--- src/rtl/fetch_unit.sv ---
// -----------------------------------------------------------------------------
// fetch_unit : instruction prefetch stage
//
// Issues sequential word fetches to the instruction memory port, buffers the
// in-order responses together with their PC in a DEPTH-entry FIFO, and hands
// them to the core over a valid/ready handshake. A redirect (branch, jump,
// trap) flushes the FIFO, discards responses that are still in flight and
// restarts fetching at redirect_pc.
//
// Optional feature (macro FETCH_MISALIGN_CHK_EN):
//   defined   : a redirect to a non-word-aligned PC sets misalign_err (sticky
//               until reset) and stops further requests; the flush still
//               happens.
//   undefined : misalign_err is absent and redirect_pc[1:0] are forced to 0.
//
// Parameters:
//   DEPTH    FIFO entries and maximum outstanding requests (power of two, >=2)
//   RESET_PC first fetch address after reset
//
// Ports:
//   clk, reset          clock; synchronous active-high reset
//   mem_req, mem_addr   fetch request and word address
//   mem_gnt             memory accepts the request this cycle
//   mem_rvalid/rdata    in-order response, one per grant
//   instr_valid/instr/instr_pc  FIFO head presented to the core
//   instr_ready         core consumes the head this cycle
//   redirect/redirect_pc  flush and restart at redirect_pc
//   misalign_err        sticky misaligned-redirect flag (optional)
// -----------------------------------------------------------------------------
module fetch_unit #(
  parameter int unsigned DEPTH    = 4,
  parameter logic [31:0] RESET_PC = 32'h0000_0000
) (
  input  logic        clk,
  input  logic        reset,
  output logic        mem_req,
  output logic [31:0] mem_addr,
  input  logic        mem_gnt,
  input  logic        mem_rvalid,
  input  logic [31:0] mem_rdata,
  output logic        instr_valid,
  output logic [31:0] instr,
  output logic [31:0] instr_pc,
  input  logic        instr_ready,
  input  logic        redirect,
  input  logic [31:0] redirect_pc
`ifdef FETCH_MISALIGN_CHK_EN
  ,
  output logic        misalign_err
`endif
);

  localparam int unsigned PTR_W = $clog2(DEPTH);
  localparam int unsigned CNT_W = PTR_W + 1;
  localparam logic [CNT_W:0] DEPTH_L = (CNT_W + 1)'(DEPTH);

  typedef enum logic [1:0] {
    IDLE  = 2'd0,
    RUN   = 2'd1,
    FLUSH = 2'd2
  } state_t;

  state_t             state;
  logic [31:0]        fetch_pc;
  logic [31:0]        resp_pc;
  logic [CNT_W-1:0]   count;
  logic [CNT_W-1:0]   outstanding;
  logic [CNT_W-1:0]   discard;
  logic [PTR_W-1:0]   wr_ptr;
  logic [PTR_W-1:0]   rd_ptr;

  // Buffer storage carries no reset; only the pointers and counters do.
  logic [31:0]        fifo_instr [DEPTH];
  logic [31:0]        fifo_pc    [DEPTH];

  logic [31:0]        redir_pc_eff;
  logic               halt;
  logic [CNT_W:0]     inflight;
  logic               grant;
  logic               rsp;
  logic               push;
  logic               pop;
  logic [CNT_W-1:0]   out_next;
  logic [CNT_W-1:0]   discard_next;

`ifdef FETCH_MISALIGN_CHK_EN
  assign redir_pc_eff = redirect_pc;
  assign halt         = misalign_err;

  always_ff @(posedge clk) begin
    if (reset) begin
      misalign_err <= 1'b0;
    end else if (redirect && (redirect_pc[1:0] != 2'b00)) begin
      misalign_err <= 1'b1;
    end
  end
`else
  assign redir_pc_eff = redirect_pc & 32'hFFFF_FFFC;
  assign halt         = 1'b0;
`endif

  // Every issued request reserves a FIFO slot, so the buffer cannot overflow.
  assign inflight = {1'b0, count} + {1'b0, outstanding};
  assign mem_req  = (state != IDLE) && !halt && (inflight < DEPTH_L);
  assign mem_addr = fetch_pc;

  assign grant = mem_req && mem_gnt;
  // A response with nothing outstanding is a protocol error and is ignored.
  assign rsp   = mem_rvalid && (outstanding != '0);
  // Redirect wins over any same-cycle push or pop.
  assign push  = rsp && (discard == '0) && !redirect;
  assign pop   = instr_valid && instr_ready && !redirect;

  always_comb begin
    out_next = outstanding;
    if (grant) out_next = out_next + CNT_W'(1);
    if (rsp)   out_next = out_next - CNT_W'(1);
  end

  always_comb begin
    discard_next = discard;
    if (rsp && (discard != '0)) discard_next = discard - CNT_W'(1);
  end

  assign instr_valid = (count != '0);
  assign instr       = instr_valid ? fifo_instr[rd_ptr] : 32'h0;
  assign instr_pc    = instr_valid ? fifo_pc[rd_ptr]    : 32'h0;

  always_ff @(posedge clk) begin
    if (reset) begin
      state       <= IDLE;
      fetch_pc    <= RESET_PC;
      resp_pc     <= RESET_PC;
      count       <= '0;
      outstanding <= '0;
      discard     <= '0;
      wr_ptr      <= '0;
      rd_ptr      <= '0;
    end else begin
      outstanding <= out_next;
      if (redirect) begin
        // Everything still in flight after this cycle (including a grant
        // taken now, excluding a response arriving now) must be dropped.
        fetch_pc <= redir_pc_eff;
        resp_pc  <= redir_pc_eff;
        count    <= '0;
        wr_ptr   <= '0;
        rd_ptr   <= '0;
        discard  <= out_next;
        state    <= (out_next != '0) ? FLUSH : RUN;
      end else begin
        if (grant) fetch_pc <= fetch_pc + 32'd4;
        discard <= discard_next;
        if (push) begin
          resp_pc <= resp_pc + 32'd4;
          wr_ptr  <= wr_ptr + PTR_W'(1);
        end
        if (pop) rd_ptr <= rd_ptr + PTR_W'(1);
        count <= count + CNT_W'(push) - CNT_W'(pop);
        case (state)
          IDLE:    state <= RUN;
          RUN:     state <= RUN;
          FLUSH:   state <= (discard_next == '0) ? RUN : FLUSH;
          default: state <= IDLE;
        endcase
      end
    end
  end

  always_ff @(posedge clk) begin
    if (push) begin
      fifo_instr[wr_ptr] <= mem_rdata;
      fifo_pc[wr_ptr]    <= resp_pc;
    end
  end

  always_ff @(posedge clk) begin
    if (!reset && mem_rvalid) begin
      assert (outstanding != '0)
        else $error("fetch_unit: response received with no outstanding request");
    end
  end

endmodule

--- config.mk ---
export PLATFORM = sky130hd
export DESIGN_NAME = fetch_unit
export DESIGN_NICKNAME = d
export VERILOG_FILES = /design/src/rtl/fetch_unit.sv
export SDC_FILE = /design/constraint.sdc
export NUM_CORES = 1
export LEC_CHECK = 0
export ABC_AREA = 1
export CORE_AREA = 2 2 186 234
export CTS_CLUSTER_SIZE = 14
export DETAILED_ROUTE_END_ITERATION = 10
export DIE_AREA = 0 0 188 236
export PLACE_DENSITY_LB_ADDON = 0.1
export SYNTH_ARGS = -nofsm -noshare
export SYNTH_HDL_FRONTEND = slang
export SYNTH_SLANG_ARGS = --single-unit
--- constraint.sdc ---
create_clock -name clk -period 11.15 [get_ports clk]
set_input_delay 2.23 -clock clk [delete_from_list [all_inputs] [get_ports clk]]
set_output_delay 2.23 -clock clk [all_outputs]
set_load 0.01 [all_outputs]
# Yosys cells after proc, flatten, opt, wreduce, memory -nomap -nowiden
# Memory sizes are Yosys's and may differ from the RTL's. A register that Yosys moved wholly into a read port is not among the register bits.
# Index checks and enable logic that the tools add are counted.
totals:
  regBits: 79
  latchBits: 0
  ram_bits: 256
  romBits: 0
  in_bits: 70
  output_inout_bits: 98
  wordCells: 66
  n_memories: 2
classes:
  n_addsub: 10
  multipliers: 0
  n_div: 0
  n_lt_le_gt_ge: 1
  eq_ne: 2
  shift: 0
  n_mux: 20
  bitwise: 0
  reduce_logical: 21
mem_list:
  columns: ["memory", "words", "width", "rd", "rd_ports_with_merged_regs", "write_ports", "line", "source"]
  rows:
  - ["fifo_instr", 4, 32, 1, 1, 1, "73", "logic [31:0] fifo_instr [DEPTH];"]
  - ["fifo_pc", 4, 32, 1, 1, 1, "74", "logic [31:0] fifo_pc [DEPTH];"]
ops:
  columns: ["op", "count"]
  rows:
  - ["$mux 32", 6]
  - ["$add 32x3->32 const B", 2]
  - ["$mux 2", 7]
  - ["$mux 3", 4]
  - ["$reduce_bool 3->1", 4]
  - ["$logic_and 1x1->1", 8]
  - ["$logic_not 3->1", 2]
  - ["$reduce_bool 2->1", 3]
  - ["$sub 3x1->3 const B", 2]
  - ["$add 2x1->2 const B", 2]
  - ["$add 3x3->4", 1]
  - ["$lt 4x3->1 const B", 1]
  - ["$pmux 2 s2", 1]
  - ["$reduce_or 2->1", 2]
  - ["$add 3x1->3", 1]
  - ["$add 3x1->3 const B", 1]
  - ["$sub 3x1->3", 1]
  - ["$eq 2x1->1 const B", 1]
  - ["$eq 2x2->1 const B", 1]
  - ["$logic_not 2->1", 1]
  - ["$mux 1", 2]
  - ["$logic_not 1->1", 1]

# Logic depth before layout (Yosys ltp)
logic_depth:
  depth_word: 10
  mapped_depth: 17
  mapped_depth_nobuf: 17

# Worst setup path after synthesis
# OpenSTA, ideal clock, no wires.
synth_timing:
  path_kind: "input to register"
  from: "input port mem_rvalid"
  to: "memory fifo_instr[0][0], enable pin"
  setup_time_ps: 482
  arrival_time_ps: 5304
  t_required_ps: 10668
  path_slack_ps: 5364
  cell_stages: 6
  path_buffers: 0
  path_cell_list: "nand2_1 > nor2_2 > inv_2 > nor2_2 > inv_2 > nor2_1"
synth_via:
  elab_chain_cells: 5
synth_lines:
  columns: ["element", "line", "source"]
  rows:
  - ["from (decl)", "39", "input logic mem_rvalid,"]
  - ["$logic_and 1x1->1", "109", "assign rsp = mem_rvalid && (outstanding != '0);"]
  - ["$logic_and 1x1->1 (2 in series)", "111", "assign push = rsp && (discard == '0) && !redirect;"]
  - ["$mux 1", "171", "if (push) begin"]
  - ["$mux 1 (not written as such)", "172", "fifo_instr[wr_ptr] <= mem_rdata;"]
  - ["to (decl)", "73", null]
# Every way passes these cells.

==> results.json <==
{
  "outcome": "finished, final reports clean",
  "powerDensity_nw_per_um2": 164,
  "cts_tree": "built",
  "slowest_delay_ns": 0.82,
  "dp_hpwl_mm": 23.5,
  "cp.required_ns": 8.92,
  "max_freq_mhz": 170,
  "rows": 85,
  "cts_max_level": 2,
  "route.vias.total": 10800,
  "reg2reg_to": "fifo_pc[3][17]",
  "synthTopCellsByArea": "edfxtp_1 51%, dfxtp_1 11%, nor2_1 8.3%",
  "path_clk_slew_ns": 0.06,
  "design_area_um2": 17700,
  "clk_latency_ns": 0.52,
  "reg2regPathDepth": 10,
  "cts_hold_buf": 0,
  "first_global_vias": 10600,
  "drc": 0,
  "io_buffers": 161,
  "tns_ns": 0,
  "gp_congestion": 0.838,
  "final_layout_size_suffix_gt1_share_pct": 6.74,
  "setup_viol": 0,
  "fin_skew_ns": 0.0186,
  "yosysSeqAreaShare_pct": 61.7,
  "synth.distinct_cells": 48,
  "p_leak_nw": 6.16,
  "max_slew_margin_pct": 30.1,
  "coreArea_um2": 42400,
  "detail_route.iter0.violations": 581,
  "crit_chain": "inv_2 > buf_4 > o21ai_0 > a21oi_1 > clkdlybuf4s50_1",
  "nNetsFinal": 1725,
  "yosys.area.top_type_share_pct": 51.1,
  "rr_startpoint": "outstanding[0]",
  "hold_viol": 0,
  "drv_slew": 0,
  "startpoint_type": "flip-flop",
  "crit_path_end_kind": "output pin",
  "mostFrequentLayoutCell": "nor2_1",
  "hp-class": "reg2reg",
  "worst_path_max_delay_cell": "buf_4",
  "die_h_um": 236,
  "syn_inst": 1497,
  "antenna_found_initial": 0,
  "cts_resized": 0,
  "yosys.area.top_type": "edfxtp_1",
  "insertedDiodeCount": 0,
  "clk_path_buf_depth": 3,
  "ant_nets": 0,
  "cts-root-buf": "clkbuf_16",
  "path_class": "reg2out",
  "reg2reg_slack_ns": 6.66,
  "yosysWarnings": 0,
  "initial_core_util_pct": 34.3,
  "vias_per_cell": 4.86,
  "first_pass_iters": 5,
  "timing.critical_path.to": "instr_pc[12]",
  "worst_ep_arrival_time_ns": 3.66,
  "worst_pin_slew_ns": 1.05,
  "maxCapViolations": 0,
  "syn_to_final_growth_pct": 21.7,
  "clock_sinks": 325,
  "ys_ff_latch": 325,
  "track_usage_pct": 17.4,
  "postSynthAreaPerCell_um2": 9.73,
  "routed_wl_mm": 39.1,
  "netlist_area_um2": 14600,
  "vdd_drop_max_uv": 84.9,
  "grt_max_degree": 107,
  "fp.dieW_um": 188,
  "wire_per_inst_um": 17.6,
  "final_cell_mix": "320 x nor2_1, 248 x edfxtp_1, 177 x nand2_1",
  "fin_crit_ns": 5.89,
  "dieArea_um2": 44400,
  "grt-ovfl-total": 0,
  "grt_pass1_wl_mm": 60.1,
  "cts_inserted_buffers": 36,
  "crit_fanout": 106,
  "fin_crit_sh_pct": 52.8,
  "io_pins": 168,
  "rsz0062_at_grt": "false",
  "postPlaceCellArea_um2": 16700,
  "postCtsSetupRepairBufs": 0
}
## flip-flops by register name, summed over array words and instances (netlist names), named ones only
name / flops
fifo_instr: 128
fifo_pc: 120
mem_addr: 30
resp_pc: 30
count: 3
discard: 3
outstanding: 3
rd_ptr: 2
state: 2
wr_ptr: 2
## per-stage QoR
stage	hold WS (ns)	power [mW]	utilization (%)	std cells	worst slack (ns)
2_1_floorplan	0.436	1.70	-	1500	5.36
3_3_place_gp	0.447	1.86	39.4	2166	4.64
3_5_place_dp	0.473	1.87	39.4	2166	4.61
4_1_cts	0.484	2.95	41.8	2227	5.15
5_1_grt	0.519	3.04	41.8	2227	4.97
6_report	0.490	2.91	41.8	2227	5.26
## metal layers
metal	global-route usage (%)	vias to the layer above	wire, um
li1	-	5374	-
met1	21.4	5116	16800
met2	30.7	256	19400
met3	2.68	71	1590
met4	6.56	0	1250
met5	0	-	0
## final cells by class
| type | count | area (um^2) |
|---|---|---|
| well taps | 565 | 707 |
| flip-flops and latches | 325 | 8990 |
| clock inverters | 15 | 73.8 |
| inverters | 106 | 399 |
| clock buffers | 46 | 960 |
| multi-input cells | 998 | 4910 |
| fillers | 4099 | 24700 |
| repair buffers | 172 | 1680 |
## Yosys cell counts (all sizes together)
cell type  number
a21oi         113
a221oi          1
a22oi           1
a31oi          15
and2            1
and3            1
buf            24
clkbuf         47
conb            1
dfxtp          77
edfxtp        248
fa              1
ha             15
inv           106
nand2         183
nand3          48
nand3b          3
nand4          15
nor2          338
nor2b           1
nor3           36
nor3b           2
o211ai          1
o21a            1
o21ai         182
o21bai          1
o22ai           1
o32ai           1
or2             3
xnor2           1
xor2           29
## how the worst min path moves through the flow
stage	start	to	slack [ns]	cells past startpoint
2_1_floorplan	rd_ptr[1]	flip-flop	0.44	2
3_3_place_gp	rd_ptr[1]	flip-flop	0.45	2
3_5_place_dp	rd_ptr[1]	flip-flop	0.47	2
4_1_cts	rd_ptr[1]	flip-flop	0.48	2
5_1_grt	rd_ptr[1]	flip-flop	0.52	2
6_report	rd_ptr[1]	flip-flop	0.49	2
## worst max-delay path: cells and delay by family, from the launching register on
kind	cells	cell delay, ns
AOI/OAI and AO/OA	2	0.61
DFF	1	0.59
buffers and inverters	3	1.82
## power breakdown
part	switching (mW)	internal (mW)	leakage (nW)
registers	0.0546	1.38	2.89
logic	0.253	0.153	2.77
clock network	0.461	0.606	0.502
## cells by family after synthesis
group           after synthesis  synth area share (%)
other cells                   1                0.0257
compound gates              317                  11.2
xor+xnor                     30                  1.80
buf+inv                     177                  4.90
simple gates                631                  19.0
flops                       325                  61.7
fa+ha+maj                    16                  1.43
Note: power is estimated with default switching activity, not from simulation.
